==> config.mk <==
export PLATFORM = sky130hd
export DESIGN_NAME = ps2_key_event_decoder
export DESIGN_NICKNAME = d
export VERILOG_FILES = /design/src/rtl/ps2_pkg.sv /design/src/rtl/fifo.sv /design/src/rtl/ps2_ascii_lut.sv /design/src/rtl/ps2_key_event_decoder.sv
export SDC_FILE = /design/constraint.sdc
export NUM_CORES = 1
export LEC_CHECK = 0
export ABC_AREA = 1
export ABC_CLOCK_PERIOD_IN_PS = 4100
export CORE_UTILIZATION = 48
export DETAILED_ROUTE_END_ITERATION = 12
export MAX_ROUTING_LAYER = met4
export PLACE_DENSITY_LB_ADDON = 0.12
export SKIP_CTS_REPAIR_TIMING = 1
export SLEW_MARGIN = 10
export SYNTH_ARGS = -nofsm -noshare
export SYNTH_HDL_FRONTEND = slang
export SYNTH_SLANG_ARGS = --single-unit
==> constraint.sdc <==
create_clock -name clk -period 4.1 [get_ports clk]
set_input_delay 0.82 -clock clk [delete_from_list [all_inputs] [get_ports clk]]
set_output_delay 0.82 -clock clk [all_outputs]
set_load 0.05 [all_outputs]
==> src/rtl/ps2_pkg.sv <==
// Shared constants and types for the PS/2 set-2 key event decoder.
package ps2_pkg;

  localparam logic [7:0] B_E0 = 8'hE0;
  localparam logic [7:0] B_E1 = 8'hE1;
  localparam logic [7:0] B_F0 = 8'hF0;
  localparam logic [7:0] B_AA = 8'hAA;
  localparam logic [7:0] B_FA = 8'hFA;
  localparam logic [7:0] B_FE = 8'hFE;
  localparam logic [7:0] B_EE = 8'hEE;

  localparam logic [7:0] SC_LSHIFT = 8'h12;
  localparam logic [7:0] SC_RSHIFT = 8'h59;
  localparam logic [7:0] SC_CTRL   = 8'h14;
  localparam logic [7:0] SC_ALT    = 8'h11;
  localparam logic [7:0] SC_CAPS   = 8'h58;

  localparam int EVT_BRK   = 15;
  localparam int EVT_EXT   = 14;
  localparam int EVT_CAPS  = 13;
  localparam int EVT_CTRL  = 12;
  localparam int EVT_ALT   = 11;
  localparam int EVT_SHIFT = 10;

  typedef logic [2:0] ps2_state_t;
  localparam ps2_state_t ST_IDLE    = 3'd0;
  localparam ps2_state_t ST_EXT     = 3'd1;
  localparam ps2_state_t ST_BRK     = 3'd2;
  localparam ps2_state_t ST_EXT_BRK = 3'd3;
  localparam ps2_state_t ST_PAUSE   = 3'd4;

  localparam logic [2:0] PAUSE_LEN = 3'd7;

  typedef struct packed {
    logic       brk;
    logic       ext;
    logic [7:0] code;
  } key_t;

endpackage

==> src/rtl/fifo.sv <==
// Shared synchronous FIFO; head is shown combinationally, 0 when empty.
module fifo #(
  parameter int D_WIDTH = 16,
  parameter int A_WIDTH = 5
) (
  input  logic               clk,
  input  logic               rst,
  input  logic               wr,
  input  logic [D_WIDTH-1:0] din,
  input  logic               rd,
  output logic [D_WIDTH-1:0] dout,
  output logic               empty,
  output logic               full,
  output logic [A_WIDTH:0]   count
);

  logic [D_WIDTH-1:0] mem_q [2**A_WIDTH];
  logic [A_WIDTH:0]   wp_q, wp_d;
  logic [A_WIDTH:0]   rp_q, rp_d;
  logic               wr_ok, rd_ok;

  assign count = wp_q - rp_q;
  assign empty = (count == '0);
  assign full  = count[A_WIDTH];
  assign rd_ok = rd && !empty;
  // a full FIFO still accepts a write when the head leaves this cycle
  assign wr_ok = wr && (!full || rd_ok);
  assign dout  = empty ? '0 : mem_q[rp_q[A_WIDTH-1:0]];

  always_comb begin
    wp_d = wp_q + {{A_WIDTH{1'b0}}, wr_ok};
    rp_d = rp_q + {{A_WIDTH{1'b0}}, rd_ok};
  end

  always_ff @(posedge clk or posedge rst) begin
    if (rst) begin
      wp_q <= '0;
      rp_q <= '0;
    end else begin
      wp_q <= wp_d;
      rp_q <= rp_d;
    end
  end

  always_ff @(posedge clk) begin
    if (wr_ok) mem_q[wp_q[A_WIDTH-1:0]] <= din;
  end

endmodule

==> src/rtl/ps2_ascii_lut.sv <==
// Set-2 scancode to ASCII; letters follow shift^caps, others shift only.
import ps2_pkg::*;

module ps2_ascii_lut (
  input  logic [7:0] code,
  input  logic       ext,
  input  logic       shift,
  input  logic       caps,
  output logic [7:0] ascii
);

  logic [7:0] lo, hi;
  logic       letter;

  always_comb begin
    lo = 8'h00;
    hi = 8'h00;
    letter = 1'b0;
    case (code)
      8'h1C: begin lo = "a"; letter = 1'b1; end
      8'h32: begin lo = "b"; letter = 1'b1; end
      8'h21: begin lo = "c"; letter = 1'b1; end
      8'h23: begin lo = "d"; letter = 1'b1; end
      8'h24: begin lo = "e"; letter = 1'b1; end
      8'h2B: begin lo = "f"; letter = 1'b1; end
      8'h34: begin lo = "g"; letter = 1'b1; end
      8'h33: begin lo = "h"; letter = 1'b1; end
      8'h43: begin lo = "i"; letter = 1'b1; end
      8'h3B: begin lo = "j"; letter = 1'b1; end
      8'h42: begin lo = "k"; letter = 1'b1; end
      8'h4B: begin lo = "l"; letter = 1'b1; end
      8'h3A: begin lo = "m"; letter = 1'b1; end
      8'h31: begin lo = "n"; letter = 1'b1; end
      8'h44: begin lo = "o"; letter = 1'b1; end
      8'h4D: begin lo = "p"; letter = 1'b1; end
      8'h15: begin lo = "q"; letter = 1'b1; end
      8'h2D: begin lo = "r"; letter = 1'b1; end
      8'h1B: begin lo = "s"; letter = 1'b1; end
      8'h2C: begin lo = "t"; letter = 1'b1; end
      8'h3C: begin lo = "u"; letter = 1'b1; end
      8'h2A: begin lo = "v"; letter = 1'b1; end
      8'h1D: begin lo = "w"; letter = 1'b1; end
      8'h22: begin lo = "x"; letter = 1'b1; end
      8'h35: begin lo = "y"; letter = 1'b1; end
      8'h1A: begin lo = "z"; letter = 1'b1; end
      8'h45: {lo, hi} = {"0", ")"};
      8'h16: {lo, hi} = {"1", "!"};
      8'h1E: {lo, hi} = {"2", "@"};
      8'h26: {lo, hi} = {"3", "#"};
      8'h25: {lo, hi} = {"4", "$"};
      8'h2E: {lo, hi} = {"5", "%"};
      8'h36: {lo, hi} = {"6", "^"};
      8'h3D: {lo, hi} = {"7", "&"};
      8'h3E: {lo, hi} = {"8", "*"};
      8'h46: {lo, hi} = {"9", "("};
      8'h0E: {lo, hi} = {8'h60, 8'h7E};
      8'h4E: {lo, hi} = {"-", "_"};
      8'h55: {lo, hi} = {"=", "+"};
      8'h54: {lo, hi} = {"[", "{"};
      8'h5B: {lo, hi} = {"]", "}"};
      8'h5D: {lo, hi} = {"\\", "|"};
      8'h4C: {lo, hi} = {";", ":"};
      8'h52: {lo, hi} = {"'", "\""};
      8'h41: {lo, hi} = {",", "<"};
      8'h49: {lo, hi} = {".", ">"};
      8'h4A: {lo, hi} = {"/", "?"};
      8'h29: {lo, hi} = {8'h20, 8'h20};
      8'h5A: {lo, hi} = {8'h0D, 8'h0D};
      8'h66: {lo, hi} = {8'h08, 8'h08};
      8'h0D: {lo, hi} = {8'h09, 8'h09};
      8'h76: {lo, hi} = {8'h1B, 8'h1B};
      default: {lo, hi} = 16'h0000;
    endcase
    if (letter) hi = lo - 8'h20;
  end

  always_comb begin
    ascii = 8'h00;
    if (ext) begin
      if (code == 8'h4A) ascii = 8'h2F;
      else if (code == 8'h5A) ascii = 8'h0D;
    end else if (letter) begin
      ascii = (shift ^ caps) ? hi : lo;
    end else begin
      ascii = shift ? hi : lo;
    end
  end

endmodule

==> src/rtl/ps2_key_event_decoder.sv <==
// PS/2 set-2 byte stream to key events (ASCII or raw) queued in a FIFO.
import ps2_pkg::*;

module ps2_key_event_decoder #(
  parameter int FIFO_AW       = 5,
  parameter int OUT_MODE      = 0,
  parameter int REPEAT_FILTER = 1
) (
  input  logic               clk,
  input  logic               rst,
  input  logic [7:0]         byte_in,
  input  logic               byte_vld,
  input  logic               byte_err,
  input  logic               rd,
  output logic [15:0]        evt,
  output logic               empty,
  output logic               full,
  output logic [FIFO_AW:0]   count,
  output logic [3:0]         mods,
  output logic               ovf,
  input  logic               clr_ovf
);

  ps2_state_t st_q, st_d;
  logic [2:0] skip_q, skip_d;
  key_t       key_q, key_d;
  logic       key_vld_q, key_vld_d;
  // {ralt, lalt, rctrl, lctrl, rshift, lshift}
  logic [5:0] mlr_q, mlr_d;
  logic       caps_q, caps_d;
  logic [8:0] last_q, last_d;
  logic       last_vld_q, last_vld_d;
  logic       ovf_q, ovf_d;
  logic       junk;

  assign junk = (byte_in == B_AA) || (byte_in == B_FA) ||
                (byte_in == B_FE) || (byte_in == B_EE) ||
                (byte_in == 8'h00) || (byte_in == 8'hFF);

  always_comb begin
    st_d = st_q;
    skip_d = skip_q;
    key_d = key_q;
    key_vld_d = 1'b0;
    if (byte_err) begin
      st_d = ST_IDLE;
      skip_d = '0;
    end else if (byte_vld) begin
      key_d = '{brk: 1'b0, ext: 1'b0, code: byte_in};
      case (st_q)
        ST_IDLE: begin
          if (byte_in == B_E0) st_d = ST_EXT;
          else if (byte_in == B_F0) st_d = ST_BRK;
          else if (byte_in == B_E1) begin
            st_d = ST_PAUSE;
            skip_d = PAUSE_LEN;
          end else key_vld_d = !junk;
        end
        ST_EXT: begin
          if (byte_in == B_F0) st_d = ST_EXT_BRK;
          else begin
            st_d = ST_IDLE;
            key_vld_d = 1'b1;
            key_d.ext = 1'b1;
          end
        end
        ST_BRK: begin
          st_d = ST_IDLE;
          key_vld_d = 1'b1;
          key_d.brk = 1'b1;
        end
        ST_EXT_BRK: begin
          st_d = ST_IDLE;
          key_vld_d = 1'b1;
          key_d.brk = 1'b1;
          key_d.ext = 1'b1;
        end
        ST_PAUSE: begin
          skip_d = skip_q - 3'd1;
          if (skip_q == 3'd1) begin
            st_d = ST_IDLE;
            key_vld_d = 1'b1;
            key_d.ext = 1'b1;
            key_d.code = B_E1;
          end
        end
        default: st_d = ST_IDLE;
      endcase
    end
  end

  logic       kb, ke, match, is_rep, drop;
  logic [7:0] kc;
  logic [5:0] hit;
  logic       caps_hit, is_mod, push;
  logic [3:0] mods_d;
  logic [7:0] ascii;
  logic [15:0] evt_in;

  assign kb = key_q.brk;
  assign ke = key_q.ext;
  assign kc = key_q.code;
  assign match = last_vld_q && (last_q == {ke, kc});
  assign is_rep = key_vld_q && !kb && match;
  assign drop = is_rep && (REPEAT_FILTER != 0);

  assign hit[0] = !ke && (kc == SC_LSHIFT);
  assign hit[1] = !ke && (kc == SC_RSHIFT);
  assign hit[2] = !ke && (kc == SC_CTRL);
  assign hit[3] =  ke && (kc == SC_CTRL);
  assign hit[4] = !ke && (kc == SC_ALT);
  assign hit[5] =  ke && (kc == SC_ALT);
  assign caps_hit = !ke && (kc == SC_CAPS);
  assign is_mod = |hit;

  always_comb begin
    mlr_d = mlr_q;
    caps_d = caps_q;
    last_d = last_q;
    last_vld_d = last_vld_q;
    if (key_vld_q) begin
      for (int i = 0; i < 6; i++) begin
        if (hit[i]) mlr_d[i] = !kb;
      end
      if (caps_hit && !kb && !is_rep) caps_d = !caps_q;
      if (!kb && !is_rep) begin
        last_d = {ke, kc};
        last_vld_d = 1'b1;
      end else if (kb && match) begin
        last_vld_d = 1'b0;
      end
    end
  end

  assign mods_d = {caps_d, mlr_d[3] | mlr_d[2],
                   mlr_d[5] | mlr_d[4], mlr_d[1] | mlr_d[0]};
  assign mods = {caps_q, mlr_q[3] | mlr_q[2],
                 mlr_q[5] | mlr_q[4], mlr_q[1] | mlr_q[0]};

  ps2_ascii_lut u_lut (
    .code  (kc),
    .ext   (ke),
    .shift (mods_d[0]),
    .caps  (mods_d[3]),
    .ascii (ascii)
  );

  always_comb begin
    push = 1'b0;
    if (key_vld_q && !drop) begin
      if (OUT_MODE != 0) push = 1'b1;
      else push = !kb && !is_mod && (ascii != 8'h00);
    end
  end

  always_comb begin
    evt_in = '0;
    evt_in[EVT_BRK] = kb;
    evt_in[EVT_EXT] = ke;
    evt_in[EVT_CAPS] = mods_d[3];
    evt_in[EVT_CTRL] = mods_d[2];
    evt_in[EVT_ALT] = mods_d[1];
    evt_in[EVT_SHIFT] = mods_d[0];
    evt_in[7:0] = (OUT_MODE != 0) ? kc : ascii;
  end

  // a clear coinciding with a fresh overflow keeps the flag set
  assign ovf_d = (ovf_q && !clr_ovf) || (push && full && !rd);
  assign ovf = ovf_q;

  fifo #(
    .D_WIDTH (16),
    .A_WIDTH (FIFO_AW)
  ) u_fifo (
    .clk   (clk),
    .rst   (rst),
    .wr    (push),
    .din   (evt_in),
    .rd    (rd),
    .dout  (evt),
    .empty (empty),
    .full  (full),
    .count (count)
  );

  always_ff @(posedge clk or posedge rst) begin
    if (rst) begin
      st_q <= ST_IDLE;
      skip_q <= '0;
      key_q <= '0;
      key_vld_q <= 1'b0;
      mlr_q <= '0;
      caps_q <= 1'b0;
      last_q <= '0;
      last_vld_q <= 1'b0;
      ovf_q <= 1'b0;
    end else begin
      st_q <= st_d;
      skip_q <= skip_d;
      key_q <= key_d;
      key_vld_q <= key_vld_d;
      mlr_q <= mlr_d;
      caps_q <= caps_d;
      last_q <= last_d;
      last_vld_q <= last_vld_d;
      ovf_q <= ovf_d;
    end
  end

endmodule

==> results.txt <==
The number of cells on the worst reg-to-reg path is 21. STA classifies the critical path startpoint as a register. By area the synthesized netlist is led by sky130_fd_sc_hd__edfxtp_1 62%, sky130_fd_sc_hd__nand2_1 8.9%, sky130_fd_sc_hd__dfrtp_1 5.4%, sky130_fd_sc_hd__a21oi_1 5.2%, sky130_fd_sc_hd__nor2_1 2.5%. Entering global routing, the biggest net connects 89 pins. The effective utilization at floorplan is 0.489, and the count of final hold-check violations is 0. The run gives 0 as the final count of pins violating max slew. Of all nets on the critical path, the largest fanout is 88. Number of clock buffers inserted by TritonCTS: 52.

The tools report the share of synthesized area occupied by flip-flops and latches as 0.674. The kind of critical path was register to primary output. The tools report the sequential fraction of design power as 0.325.

The switching power total is 7.19 mW, and the proportion of power drawn by combinational gates is 0.423. The count of nets left with antenna violations once routing finished came out at 0. The run gives 600 ps as the later-pin clock latency in the skew report. Worst path required time: 3280 ps.

The relative slew slack is 0.482. The synthesized netlist cell count is 1952. Path class of the lowest-slack min-delay path: register to register. The layout net count was 2084. The most used flip-flop cell after synthesis is sky130_fd_sc_hd__edfxtp_1. The post-synthesis cell type with the largest combined area is sky130_fd_sc_hd__edfxtp_1. Setup repair after global routing could not meet its margin everywhere. Overall fraction of global-route tracks in use: 0.267. The number of cells traversed by the worst hold path works out to 1. In this run the static leakage power is 9.88 nW. The proportion of register bits with asynchronous set or reset after synthesis came out at 0.0949.

The worst hold path begins at u_fifo.wp_q[5]$_DFF_PP0_. Proportion of power drawn by the clock network: 0.252. Clock tree synthesis selected as its root buffer the cell sky130_fd_sc_hd__clkbuf_16.

The synthesis warning total is 0. The logs give 0.878 mV for the peak ir drop on the vdd network and 495 for the number of clock sinks seen by CTS. Cell internal power was estimated by the tool at 10.8 mW.

The area growth from synthesis to final layout is 17.6%. The tools report the total power of the final layout as 18.0 mW. The fraction of power spent switching nets was 0.399; the initial antenna violation count was 2. Capturing element type of the critical path: a primary output. In this run the tool buffered the top-level ports with 40 buffer cells. The final setup TNS is 0 ps, and the final critical delay including setup and external delays is 4010 ps. The congestion estimate from routability-driven global placement came to 0.918. Prior to clock tree synthesis, the placed netlist has a worst setup slack of 319 ps. The upper clock frequency limit was 249 MHz. Summed over all layers, the routed wires come to 59700 um.

For this block, the initial DRC count from the detailed router was 1479. For the area enclosed by the die boundary, the log shows 46100 um2. The delay contributed by the slowest stage of the critical path is 540 ps, and the logic depth of the worst setup path including buffers is 9. For this run, the detailed router's first-pass iteration total came to 6.

The detailed placer's ending HPWL came out at 37400 um. Counting along the longest clock path gives a buffer depth of 3. The data arrival time of the critical path came out at 3190 ps.

The final worst-path setup slack was 86.1 ps; the worst clock skew was 30.7 ps. Setup violations remaining at the end of the flow were counted as 0. The number of enable flip-flop cells after synthesis was 448. For the synthesized area, the log shows 21700 um2. In this run the critical register-to-register path is launched from kc[7]$_DFFE_PP0P_. The worst hold path terminates at u_fifo.wp_q[5]$_DFF_PP0_.

Critical register-to-register path endpoint: u_fifo.mem_q[12][13]$_DFFE_PP_. After detailed routing, the number of remaining DRC violations is 0. The post-detailed-route wirelength per cell came out at 22.2 um.

After detailed routing, the number of vias per cell comes to 5.76. Across the run, the number of max-cap violations was 0. The final worst-path cycle share was 0.979. The antenna cell count came out at 0. In this run the mean area of a mapped cell was 11.1 um2.

The via count of the first global-routing pass is 15061, and the post-placement cell count is 2589. The number of distinct library cells after synthesis is 49, and the ratio of cells with drive above 1 in the final layout is 0.133. TritonCTS built the clock tree. The clock-pin transition on the worst setup and hold timing paths was 60 ps. The logs give 15467 for the via total after detailed routing and 2686 for the final cell count without fillers. Measured along the y axis, the die boundary spans 215 um. The overall die width is 215 um. Walking the worst path, the cells encountered are buf_16 -> buf_4 -> nor2_1 -> o21ai_0 -> nand2_1 -> a221oi_1 -> nand2_1 -> a21oi_2 -> buf_4.

For the number of rows created at floorplan, the log shows 77. During I/O placement, the number of pins put on the boundary was 43. In this run the power density over the cells is 705 nW/um2. The utilization after layout came out at 0.575.

Remaining global-route overflow: 0. The run finished with clean final reports. The number of H-tree levels was 2. The cell family contributing the most delay on the critical path is buffers and inverters.

On the critical path, the stage with the largest delay is an instance of sky130_fd_sc_hd__dfrtp_4. The first global-routing pass estimated 90700 um of wire. The critical path contains buffers and inverters numbering 3 combined.

Counting flops and latches in the post-synthesis netlist gives 495. For the register-to-register setup slack, the log shows 360 ps. The top cell type's share of synthesized area was 0.620; the area of the placeable core was 44400 um2. After synthesis, the most frequently instantiated cells are 516 x sky130_fd_sc_hd__nand2_1, 448 x sky130_fd_sc_hd__edfxtp_1, 226 x sky130_fd_sc_hd__a21oi_1. For the pin with the worst max-slew slack, the measured transition is 775 ps. The most common cell in the synthesized netlist is sky130_fd_sc_hd__nand2_1.
-- cell families after synthesis --
group,count (synthesis),synth area share
AND/OR/NAND/NOR,812,0.157
flip-flops,495,0.674
AO/OA/AOI/OAI,418,0.118
buffers and inverters,190,0.0338
XOR/XNOR,21,0.00847
adder cells (fa/ha/maj),13,0.00784
multiplexers,2,0.000922
other,1,0.000173
-- cell usage in the layout, fill, tap and decap left out, types with 15 or more instances in the layout --
master | netlist | final
sky130_fd_sc_hd__buf_4 | 4 | 95
sky130_fd_sc_hd__nand4_1 | 18 | 18
sky130_fd_sc_hd__a32o_1 | 28 | 28
sky130_fd_sc_hd__buf_12 | 0 | 29
sky130_fd_sc_hd__nand3_1 | 71 | 71
sky130_fd_sc_hd__nor2_2 | 13 | 15
sky130_fd_sc_hd__a221oi_1 | 16 | 15
sky130_fd_sc_hd__clkdlybuf4s50_1 | 0 | 21
sky130_fd_sc_hd__clkbuf_16 | 0 | 55
sky130_fd_sc_hd__inv_1 | 68 | 67
sky130_fd_sc_hd__edfxtp_1 | 448 | 448
sky130_fd_sc_hd__a21oi_1 | 226 | 216
sky130_fd_sc_hd__clkbuf_1 | 87 | 18
sky130_fd_sc_hd__inv_2 | 16 | 15
sky130_fd_sc_hd__nor3_1 | 22 | 21
sky130_fd_sc_hd__o21ai_0 | 46 | 43
sky130_fd_sc_hd__a22oi_1 | 50 | 50
sky130_fd_sc_hd__nand2_1 | 516 | 516
sky130_fd_sc_hd__nor2_1 | 143 | 137
sky130_fd_sc_hd__dfrtp_1 | 47 | 43
-- per-layer routing --
layer,GRT usage,up-vias,routed length [um]
met3,0.0416,100,3660
met4,0.0852,0,1660
li1,-,7207,-
met1,0.353,7658,25800
met5,-,-,0
met2,0.425,502,28600
-- stage by stage --
step	instance area, um2	hold slack (ps)
finish	25500	500
global placement	23800	478
detailed placement	23800	483
global route	25500	498
CTS	25400	492
floorplan	21900	460
-- sequential cells by signal, indices dropped and copies added, names as in the netlist --
name / cells
ke: 1
u_fifo.rp_q: 6
skip_q: 3
kb: 1
last_vld_q: 1
u_fifo.mem_q: 448
caps_q: 1
st_q: 3
kc: 8
last_q: 9
ovf: 1
key_vld_q: 1
u_fifo.wp_q: 6
mlr_q: 6
-- cell type report --
type	instances	area (um2)
clock buffers	73	1420
clock inverters	18	194
fillers	3763	18900
inverters	86	333
multi-input cells	1268	6520
flip-flops and latches	495	14600
well taps	592	741
repair buffers	154	1700
-- how the worst max path moves through the flow --
stage                                   startpoint  slack (ps)      end
final                     u_fifo.rp_q[0]$_DFF_PP0_          90   evt[5]
after global routing      u_fifo.rp_q[0]$_DFF_PP0_         -20   evt[1]
after CTS                 u_fifo.rp_q[0]$_DFF_PP0_        -320  evt[12]
after detailed placement  u_fifo.rp_q[0]$_DFF_PP0_         320  evt[12]
after global placement    u_fifo.rp_q[0]$_DFF_PP0_         320  evt[12]
after floorplan           u_fifo.rp_q[2]$_DFF_PP0_          10  evt[11]
-- power groups by stage --
stage	logic, mW	registers, mW	clock network [mW]
after floorplan	4.67	5.91	0
after global placement	7.32	5.97	0
after detailed placement	7.35	5.97	0
after CTS	7.39	5.87	4.60
after global routing	8.15	5.87	4.80
final	7.61	5.85	4.54
(Power assumes the default switching activity.)
